$ cat src/rtl/pwm_pkg.sv
// pwm_gen shared constants
// Mode encoding and default width
package pwm_pkg;

  localparam int CNT_W_DEF = 16;

  localparam logic [1:0] MODE_LEFT   = 2'b00;
  localparam logic [1:0] MODE_RIGHT  = 2'b01;
  localparam logic [1:0] MODE_WINDOW = 2'b10;
  localparam logic [1:0] MODE_RSVD   = 2'b11;

endpackage

$ cat src/rtl/pwm_if.sv
// pwm_gen signal bundle
// Master drives counter/config, slave returns PWM
interface pwm_if #(
  parameter int CNT_W = 16
);

  logic [CNT_W-1:0] count_val;
  logic [CNT_W-1:0] period;
  logic             upnotdown;
  logic             pwm_en;
  logic [1:0]       functions;
  logic [CNT_W-1:0] compare1;
  logic [CNT_W-1:0] compare2;
  logic             pwm_out;
  logic             period_evt;

  modport master (
    output count_val,
    output period,
    output upnotdown,
    output pwm_en,
    output functions,
    output compare1,
    output compare2,
    input  pwm_out,
    input  period_evt
  );

  modport slave (
    input  count_val,
    input  period,
    input  upnotdown,
    input  pwm_en,
    input  functions,
    input  compare1,
    input  compare2,
    output pwm_out,
    output period_evt
  );

endinterface

$ cat src/rtl/pwm_shadow_regs.sv
// Boundary detect, shadow compare set, period event
// Outputs are bypassed so a boundary cycle sees new values
module pwm_shadow_regs
  import pwm_pkg::*;
#(
  parameter int CNT_W = CNT_W_DEF
) (
  input  logic             clk,
  input  logic             rst_n,
  input  logic [CNT_W-1:0] i_count_val,
  input  logic [CNT_W-1:0] i_period,
  input  logic             i_upnotdown,
  input  logic             i_pwm_en,
  input  logic [1:0]       i_functions,
  input  logic [CNT_W-1:0] i_compare1,
  input  logic [CNT_W-1:0] i_compare2,
  output logic [CNT_W-1:0] o_cmp1,
  output logic [CNT_W-1:0] o_cmp2,
  output logic [1:0]       o_mode,
  output logic             o_period_evt
);

  logic [CNT_W-1:0] r_prev;
  logic [CNT_W-1:0] r_cmp1_s;
  logic [CNT_W-1:0] r_cmp2_s;
  logic [CNT_W-1:0] r_per_s;
  logic [1:0]       r_mode_s;
  logic             r_evt;

  logic w_tick;
  logic w_edge;
  logic w_bnd;
  logic w_load;

  assign w_tick = (i_count_val != r_prev);
  assign w_edge = i_upnotdown ?
                  (i_count_val == '0) :
                  (i_count_val == r_per_s);
  assign w_bnd  = w_tick && w_edge;
  assign w_load = !i_pwm_en || w_bnd;

  assign o_cmp1 = w_load ? i_compare1 : r_cmp1_s;
  assign o_cmp2 = w_load ? i_compare2 : r_cmp2_s;
  assign o_mode = w_load ? i_functions : r_mode_s;
  assign o_period_evt = r_evt;

  // Track last count for change detection
  always_ff @(posedge clk or negedge rst_n) begin
    if (!rst_n) r_prev <= '0;
    else        r_prev <= i_count_val;
  end

  // Shadows: transparent when disabled, else load at boundary
  always_ff @(posedge clk or negedge rst_n) begin
    if (!rst_n) begin
      r_cmp1_s <= '0;
      r_cmp2_s <= '0;
      r_per_s  <= '0;
      r_mode_s <= '0;
    end else if (w_load) begin
      r_cmp1_s <= i_compare1;
      r_cmp2_s <= i_compare2;
      r_per_s  <= i_period;
      r_mode_s <= i_functions;
    end
  end

  // One-cycle event after an enabled boundary
  always_ff @(posedge clk or negedge rst_n) begin
    if (!rst_n) r_evt <= 1'b0;
    else        r_evt <= w_bnd && i_pwm_en;
  end

endmodule

$ cat src/rtl/pwm_gen.sv
// PWM generator top
// Compares live count to shadowed compares, one output flop
module pwm_gen
  import pwm_pkg::*;
#(
  parameter int   CNT_W    = CNT_W_DEF,
  parameter logic IDLE_LVL = 1'b0
) (
  input  logic clk,
  input  logic rst_n,
  pwm_if.slave bus
);

  logic [CNT_W-1:0] w_cmp1;
  logic [CNT_W-1:0] w_cmp2;
  logic [1:0]       w_mode;
  logic             w_evt;
  logic             w_hi;
  logic             r_pwm_out;

  pwm_shadow_regs #(
    .CNT_W(CNT_W)
  ) u_shadow (
    .clk         (clk),
    .rst_n       (rst_n),
    .i_count_val (bus.count_val),
    .i_period    (bus.period),
    .i_upnotdown (bus.upnotdown),
    .i_pwm_en    (bus.pwm_en),
    .i_functions (bus.functions),
    .i_compare1  (bus.compare1),
    .i_compare2  (bus.compare2),
    .o_cmp1      (w_cmp1),
    .o_cmp2      (w_cmp2),
    .o_mode      (w_mode),
    .o_period_evt(w_evt)
  );

  // Mode-dependent compare of live count
  always_comb begin
    w_hi = IDLE_LVL;
    unique case (1'b1)
      (w_mode == MODE_LEFT):
        w_hi = (bus.count_val < w_cmp1);
      (w_mode == MODE_RIGHT):
        w_hi = (bus.count_val >= w_cmp1);
      (w_mode == MODE_WINDOW):
        w_hi = (bus.count_val >= w_cmp1) &&
               (bus.count_val < w_cmp2);
      (w_mode == MODE_RSVD):
        w_hi = IDLE_LVL;
      default:
        w_hi = IDLE_LVL;
    endcase
  end

  // Registered output, idle when disabled
  always_ff @(posedge clk or negedge rst_n) begin
    if (!rst_n) r_pwm_out <= IDLE_LVL;
    else        r_pwm_out <= bus.pwm_en ? w_hi : IDLE_LVL;
  end

  assign bus.pwm_out    = r_pwm_out;
  assign bus.period_evt = w_evt;

endmodule

$ cat src/flat_wrapper.sv
// flat-port wrapper written by rule: the top's interface ports become plain ports
module pwm_gen_flat import pwm_pkg::*;
#(
  parameter int   CNT_W    = CNT_W_DEF,
  parameter logic IDLE_LVL = 1'b0
)
  (clk, rst_n, bus_count_val, bus_period, bus_upnotdown, bus_pwm_en, bus_functions, bus_compare1, bus_compare2, bus_pwm_out, bus_period_evt);
  pwm_if #(.CNT_W(CNT_W)) bus_i ();
  input  logic clk;
  input  logic rst_n;
  input wire logic [$bits(bus_i.count_val)-1:0] bus_count_val;
  input wire logic [$bits(bus_i.period)-1:0] bus_period;
  input wire logic [$bits(bus_i.upnotdown)-1:0] bus_upnotdown;
  input wire logic [$bits(bus_i.pwm_en)-1:0] bus_pwm_en;
  input wire logic [$bits(bus_i.functions)-1:0] bus_functions;
  input wire logic [$bits(bus_i.compare1)-1:0] bus_compare1;
  input wire logic [$bits(bus_i.compare2)-1:0] bus_compare2;
  output wire logic [$bits(bus_i.pwm_out)-1:0] bus_pwm_out;
  output wire logic [$bits(bus_i.period_evt)-1:0] bus_period_evt;
  assign bus_i.count_val = bus_count_val;
  assign bus_i.period = bus_period;
  assign bus_i.upnotdown = bus_upnotdown;
  assign bus_i.pwm_en = bus_pwm_en;
  assign bus_i.functions = bus_functions;
  assign bus_i.compare1 = bus_compare1;
  assign bus_i.compare2 = bus_compare2;
  assign bus_pwm_out = bus_i.pwm_out;
  assign bus_period_evt = bus_i.period_evt;
  pwm_gen #(.CNT_W(CNT_W), .IDLE_LVL(IDLE_LVL)) u_core (.clk(clk), .rst_n(rst_n), .bus(bus_i));
endmodule
$ cat config.mk
export PLATFORM = sky130hd
export DESIGN_NAME = pwm_gen_flat
export DESIGN_NICKNAME = d
export VERILOG_FILES = /design/src/rtl/pwm_pkg.sv /design/src/rtl/pwm_if.sv /design/src/rtl/pwm_shadow_regs.sv /design/src/rtl/pwm_gen.sv /design/src/flat_wrapper.sv
export SDC_FILE = /design/constraint.sdc
export NUM_CORES = 1
export LEC_CHECK = 0
export BUFFER_PORTS_ARGS = -buffer_cell sky130_fd_sc_hd__buf_2
export CORE_AREA = 10 10 100 102
export CTS_CLUSTER_SIZE = 8
export DETAILED_ROUTE_END_ITERATION = 6
export DIE_AREA = 0 0 110 112
export PLACE_DENSITY = 0.69
export SLEW_MARGIN = 30
export SYNTH_ARGS = -nofsm -noshare
export SYNTH_HDL_FRONTEND = slang
export SYNTH_SLANG_ARGS = --single-unit
$ cat constraint.sdc
create_clock -name clk -period 3.37 [get_ports clk]
set_input_delay 0.1685 -clock clk [delete_from_list [all_inputs] [get_ports clk]]
set_output_delay 0.1685 -clock clk [all_outputs]
set_load 0.02 [all_outputs]
==> results of run 1 <==
-- cell families (layout without fill, tap and decap cells) --
kind of cell	after synthesis	count (layout)	synth area share, %
muxes	50	50	15.0
xor gates and xnor gates	32	32	7.94
buffers and inverters	40	177	4.64
and+or+nand+nor	33	33	5.64
AOI/OAI and AO/OA	34	34	7.62
DFF	68	68	48.2
adders and majority gates	31	31	11.0
-- power by group --
group	internal [W]	switching, W
registers	0.000887	0.0000303
clock network	0.000380	0.000311
logic	0.000236	0.000225
total	0.00150	0.000567
-- routing by layer --
layer	global-route usage, %	vias to the layer above	part of all wire, %
met5	0	-	0
met4	7.12	0	2.6
met3	3.40	21	5.1
met2	24.0	67	47
met1	20.5	1324	45
li1	-	1290	-
-- synth_stat cells --
cell       instances
nor2b_1            1
buf_2              2
ha_1              31
a2111o_1           1
o21ai_0            4
nor3b_1            1
nor3_1             2
xor2_1            16
nor4_2             1
or2_2              1
and4_1             1
dfrtp_1           68
a2111oi_0          3
buf_4              3
inv_1             35
o32ai_1            1
o31ai_4            1
xnor2_1           16
o221ai_1           1
o21a_1             4
nand2_1            6
a211oi_1           1
nor4_1            11
a221oi_2           1
nand4_1            9
mux2i_1           28
mux2_1             1
a21oi_1            4
a41oi_1            2
mux2_2            21
a21o_1            11
-- repair_timing --
item,4_1_cts,5_1_grt
hold buffers,1,0
pin swaps,1,0
gates cloned,0,0
setup endpoints to repair,1,1
gates resized for setup,4,0
hold endpoints to repair,32,0
-- per-stage QoR --
stage,cells,util [%],hold WS (ns),instance area (um^2),setup TNS [ns]
finish,530,58.1,0.0209,4680,-0.370
global route,530,58.1,0.00379,4680,-0.635
CTS,530,58.1,0.0124,4680,-0.393
detailed placement,513,55.2,0.272,4440,-0.487
global placement,513,55.2,0.267,4440,-0.427
floorplan,288,-,-0.127,3580,-0.128
-- final timing paths --
path | cells past startpoint | endpoint | start | slack (ns)
max reg2reg | 16 | u_core.bus.pwm_out$_DFF_PN0_ | u_core.u_shadow.r_per_s[10]$_DFFE_PN0N_ | -0.37
max | 16 | u_core.bus.pwm_out$_DFF_PN0_ | u_core.u_shadow.r_per_s[10]$_DFFE_PN0N_ | -0.37
min | 1 | u_core.u_shadow.r_prev[1]$_DFF_PN0_ | bus_count_val[1] | 0.02
min in group asynchronous | 2 | u_core.u_shadow.r_cmp2_s[3]$_DFF_PN0_ | rst_n | 0.43
min reg2reg | 2 | u_core.u_shadow.r_cmp2_s[11]$_DFF_PN0_ | u_core.u_shadow.r_cmp2_s[11]$_DFF_PN0_ | 0.49
max in group asynchronous | 3 | u_core.u_shadow.r_per_s[13]$_DFFE_PN0N_ | rst_n | 1.96
-- area by class of cell --
type | instances | area share [%]
clock buffer | 12 | 3.32
clock inverter | 4 | 1.02
inverter | 35 | 2.81
multi-input combinational | 180 | 36.7
sequential | 68 | 36.4
tap | 105 | 2.81
timing repair buffer | 126 | 17.0
-- worst reg2reg max path, cell delays in order (launching register included) --
cell	delay (ns)
dfrtp_1	0.39
xor2_1	0.16
nor4_2	0.33
a41oi_2	0.21
o31ai_4	0.33
buf_12	0.20
mux2_4	0.33
inv_1	0.06
ha_1	0.23
a21o_1	0.18
a21o_1	0.18
a211oi_2	0.21
o21ai_1	0.11
o32ai_2	0.36
a2111o_1	0.20
a21o_1	0.09
a221oi_2	0.05
-- flip-flops by register name, indices dropped and copies added (netlist names) --
| register | cells |
|---|---|
| u_core.u_shadow.r_prev | 16 |
| u_core.bus.pwm_out | 1 |
| u_core.u_shadow.r_mode_s | 2 |
| u_core.u_shadow.r_cmp1_s | 16 |
| u_core.u_shadow.r_per_s | 16 |
| u_core.u_shadow.r_cmp2_s | 16 |
| u_core.u_shadow.o_period_evt | 1 |
==> summary.md, run 1 <==
| Metric | Value |
|---|---|
| Outcome | `finished with violations` |
| Failing checks | `setup timing` |
| Vias in the first global route | `2943` |
| Cell Rows | `33` |
| Ranking of synthesized cells by area | `dfrtp_1, ha_1, mux2i_1, mux2_2, xnor2_1` |
| Starting density of the core | `43.8%` |
| GPL Wtd Cong | `0.908` |
| 1st-iter DRT viols | `89` |
| Cts bufs inserted | `9` |
| Final HPWL DP | `7.49 mm` |
| I/O pin total | `72` |
| WS Path Type | `reg -> reg` |
| Worst Setup End Kind | `flip-flop` |
| Worst EP arrival | `3.97 ns` |
| Clock Pin Slew Worst Setup and Hold Paths | `0.08 ns` |
| Slew of the pin with the lowest slew margin | `0.741 ns` |
| Unique masters post-synth | `31` |
| Synth Cell Area | `0.00353 mm^2` |
| Die footprint | `0.0123 mm^2` |
| Hold Path Class | `in -> reg` |
| Most frequent cells in the layout | `buf_2, dfrtp_1, buf_4` |
| Max FO, Critical Path | `16` |
| CP bufs+invs | `2` |
| Initial antenna violation count | `0` |
| Via density | `5.10` |
| Vias | `2702` |
| Worst setup SP type | `flip-flop` |
| Unrepaired setup endpoints after global routing | `yes` |
| Most frequent CP cell | `a21o_1` |
| Leakage | `2.43 nW` |
| Slowest CP cell | `dfrtp_1` |
| Synth Net Count | `389` |
| Tcrit/Tclk final | `111%` |
| Total gr overflow | `0` |
| Die Ht | `112 um` |
| Yosys top cell by area | `dfrtp_1` |
| Power density over the cells | `442 mW/mm^2` |
| Clk_lat worst skew | `0.34 ns` |
| FF+latch count, synth | `68` |
| Top Family by Delay on Critical Path | `compound AO/OA/AOI/OAI gates` |
| Top-area cell type share of the netlist area | `48.2%` |
| Gr usage total | `15.7%` |
| Area Overhead vs Synth | `32.6%` |
| Area of the multi-input gates | `0.00172 mm^2` |
| Post-Syn Instances | `288` |
| Largest net degree at the start of global routing | `37` |
| Nets | `521` |
| Layout cells sized above 1 | `40.5%` |
| Per-cell routed wire length | `17.4 um` |
| Clock Tree Root | `clkbuf_8` |
| Setup violators final | `1` |
| Power, Total | `0.00207 W` |
| Worst path max stage delay | `0.39 ns` |
| Place WS | `-0.487 ns` |
| Commonest non-fill, non-tap cell in the layout | `buf_2` |
| CP Data Required Time | `3.60 ns` |
| Max clock buf depth | `2` |
| Drc violations | `0` |
| Fin. max-slew vios | `0` |
| Global-route wire length before repair | `15.0 mm` |
| Fill count | `705` |
| F_max | `0.267 GHz` |
| Slew HR | `50.6%` |
| Drt pass-1 iters | `6` |
| Syn_area_per_cell | `12.3 um^2` |
| Depth of the CTS H-tree | `3` |
| CTS tree | `done` |
| Worst path cell trace | `xor2_1 > nor4_2 > a41oi_2 > o31ai_4 > buf_12 > mux2_4 > inv_1 > ha_1 > a21o_1 > a21o_1 > a211oi_2 > o21ai_1 > o32ai_2 > a2111o_1 > a21o_1 > a221oi_2` |
| TritonCTS Sinks | `68` |
| Worst Slack Setup Final | `-0.370 ns` |
| Hold Fails Final Rpt | `0` |
| Post-CTS setup buffers | `0` |
| Die Wd | `110 um` |
| Ant diodes | `0` |
| Final WL | `9.25 mm` |
| VDD IR-drop max | `0.230 mV` |
| Clock Skew | `0.00950 ns` |
| Routed Antenna Nets | `0` |
| I/O Buffers | `71` |
| Core area | `0.00805 mm^2` |
| Max-cap violations | `0` |
| Min Tclk post-route | `3.74 ns` |
| Yosys Warn Count | `0` |
| FF/Latch Area | `0.00170 mm^2` |
| Post-synthesis sequential area ratio | `48.2%` |
Power figures use the tool's default switching activity.
==> run 2, diff against run 1 <==
Settings changed: PLACE_DENSITY 0.69 to 0.66, SETUP_SLACK_MARGIN set to 0.2.
Clock period 3.37 ns to 4.8 ns, I/O delays scaled along.
==> run 2 against run 1 <==
Sequential share of layout area up 3.8 points. The run now ends clean. Clock power decreased by 38%. Critical path depth is 1 lower. Utilization down 5.5 points. Highest routed layer unchanged. Combinational power down 43%. Register-to-register slack better by 1.1 ns. Sequential power decreased by 30%. Clock skew increased by 0.0010 ns. Wire length down 11%. First-iteration DRC count shrank 10%. Cell count is 8.9% lower. Largest power group unchanged. Global-route usage is 2.0 points lower.
==> summary.md, run 2 (synthesis gave the netlist of run 1 again) <==
| Metric | Value |
|---|---|
| Core area | `0.00805 mm^2` |
| Die Ht | `112 um` |
| Min Tclk post-route | `4.11 ns` |
| Total gr overflow | `0` |
| Hold Buf Count CTS | `0` |
| Final WL | `8.27 mm` |
| Starting density of the core | `43.8%` |
| Critical path launch point | `u_core.u_shadow.r_per_s[14]$_DFFE_PN0N_` |
| Via density | `5.10` |
| Routed Antenna Nets | `0` |
| Max clock buf depth | `2` |
| Die footprint | `0.0123 mm^2` |
| Slew of the pin with the lowest slew margin | `0.851 ns` |
| Worst Setup End Kind | `flip-flop` |
| Clock Skew | `0.0105 ns` |
| WS Path Type | `reg -> reg` |
| Drt pass-1 iters | `4` |
| Post-route design area | `0.00424 mm^2` |
| Vias in the first global route | `2649` |
| DP Area | `0.00403 mm^2` |
| CP Data Required Time | `5.05 ns` |
| I/O Buffers | `71` |
| Initial antenna violation count | `0` |
| Fin Setup TNS | `0 ns` |
| Per-cell routed wire length | `17.1 um` |
| Commonest non-fill, non-tap cell in the layout | `buf_2` |
| VDD IR-drop max | `0.168 mV` |
| Hold Path Class | `in -> async` |
| Drc violations | `0` |
| Most frequent cells in the layout | `buf_2, dfrtp_1, inv_1` |
| Power density over the cells | `316 mW/mm^2` |
| Nets | `474` |
| Ant diodes | `0` |
| CTS tree | `done` |
| Critical R2R Launch | `u_core.u_shadow.r_per_s[14]$_DFFE_PN0N_` |
| I/O pin total | `72` |
| Clock Pin Slew Worst Setup and Hold Paths | `0.07 ns` |
| 1st-iter DRT viols | `80` |
| Fin. max-slew vios | `0` |
| Slew HR | `43.3%` |
| Worst setup SP type | `flip-flop` |
| Cts bufs inserted | `9` |
| Max-cap violations | `0` |
| Worst EP arrival | `4.36 ns` |
| Layout cells sized above 1 | `31.0%` |
| Final HPWL DP | `6.51 mm` |
| Clk_lat worst skew | `0.34 ns` |
| Cells on worst reg2reg path | `15` |
| GPL Wtd Cong | `0.837` |
| Die Wd | `110 um` |
| Area Overhead vs Synth | `20.1%` |
| Setup violators final | `0` |
| Unrepaired setup endpoints after global routing | `no` |
| Leakage | `2.18 nW` |
| Max FO, Critical Path | `16` |
| Hold Fails Final Rpt | `0` |
| Tcrit/Tclk final | `85.7%` |
| F_max | `0.243 GHz` |
| Fill count | `739` |
| Outcome | `completed` |
| Cell Rows | `33` |
| Vias | `2461` |
| Largest net degree at the start of global routing | `69` |
| Depth of the CTS H-tree | `3` |
| TritonCTS Sinks | `68` |
| Clock Tree Root | `clkbuf_8` |
| Gr usage total | `13.7%` |
| Global-route wire length before repair | `13.2 mm` |
==> run 2: cell count changes in the layout (fill, tap and decap cells not counted), moves of 2 or more <==
cell | previous run | this run
buf_4 | 52 | 7
nor4_1 | 7 | 11
mux2_4 | 2 | 0
clkbuf_1 | 1 | 3
nor4_2 | 5 | 1
o21ai_0 | 2 | 4
mux2_2 | 19 | 21
o21ai_1 | 2 | 0
==> run 2: timing repair <==
| action | in CTS | in global routing |
|---|---|---|
| gates resized for setup | 0 | 0 |
| endpoints found under the setup margin | 0 | 1 |
| setup buffers | 0 | 3 |
==> run 2: worst paths after layout <==
check | end | slack (ns)
max in group asynchronous | u_core.u_shadow.r_cmp1_s[2]$_DFF_PN0_ | 4.16
worst min register to register | u_core.u_shadow.r_cmp1_s[8]$_DFF_PN0_ | 0.49
worst max-delay path | u_core.bus.pwm_out$_DFF_PN0_ | 0.69
min in group clk | u_core.u_shadow.r_prev[4]$_DFF_PN0_ | 0.10
worst min-delay path | u_core.u_shadow.r_per_s[11]$_DFFE_PN0N_ | 0.09
worst max register to register | u_core.bus.pwm_out$_DFF_PN0_ | 0.69
==> run 2: final cells by class <==
cell class / instances / area (um^2) / share of cell area [%]
clock buffer: 15 / 176 / 4.16
clock inverter: 1 / 5.00 / 0.118
inverter: 35 / 131 / 3.10
multi-input combinational: 180 / 1660 / 39.3
sequential: 68 / 1700 / 40.2
tap: 105 / 131 / 3.10
timing repair buffer: 79 / 428 / 10.1
==> run 2: through the flow <==
step | worst slack [ns] | hold WS (ns) | power [W] | cells | util (%)
after floorplan | 1.16 | -0.0556 | 0.000814 | 288 | -
after global placement | 0.453 | 0.447 | 0.000909 | 464 | 50.1
after detailed placement | 0.378 | 0.457 | 0.000920 | 464 | 50.1
after CTS | 0.389 | 0.100 | 0.00135 | 480 | 52.4
after global routing | 0.303 | 0.0845 | 0.00141 | 483 | 52.6
final | 0.687 | 0.0917 | 0.00134 | 483 | 52.6
==> run 2: routing by layer <==
metal	share of wire [%]	wire, um	vias up	global-route usage (%)
li1	-	-	1192	-
met1	43	3540	1193	17.0
met2	49	4070	67	21.9
met3	6.7	552	9	4.50
met4	1.4	113	0	4.25
met5	0	0	-	0
==> run 2: critical path, cell delays in order (launching register included) <==
cell and delay, ns:
dfrtp_1 0.38, xor2_1 0.14, nor4_1 0.41, a41oi_1 0.27, o31ai_4 0.42, buf_12 0.22
mux2_2 0.36, inv_1 0.06, ha_1 0.23, a21o_1 0.18, a21o_1 0.18, a21oi_1 0.22
nor4_1 0.08, o32ai_1 0.45, o21ai_0 0.17, a221oi_2 0.26
==> run 2: power breakdown <==
group	leakage (nW)	switching [W]	internal (W)
clock network	0.0937	0.000200	0.000230
logic	1.29	0.000140	0.000125
registers	0.797	0.0000203	0.000623
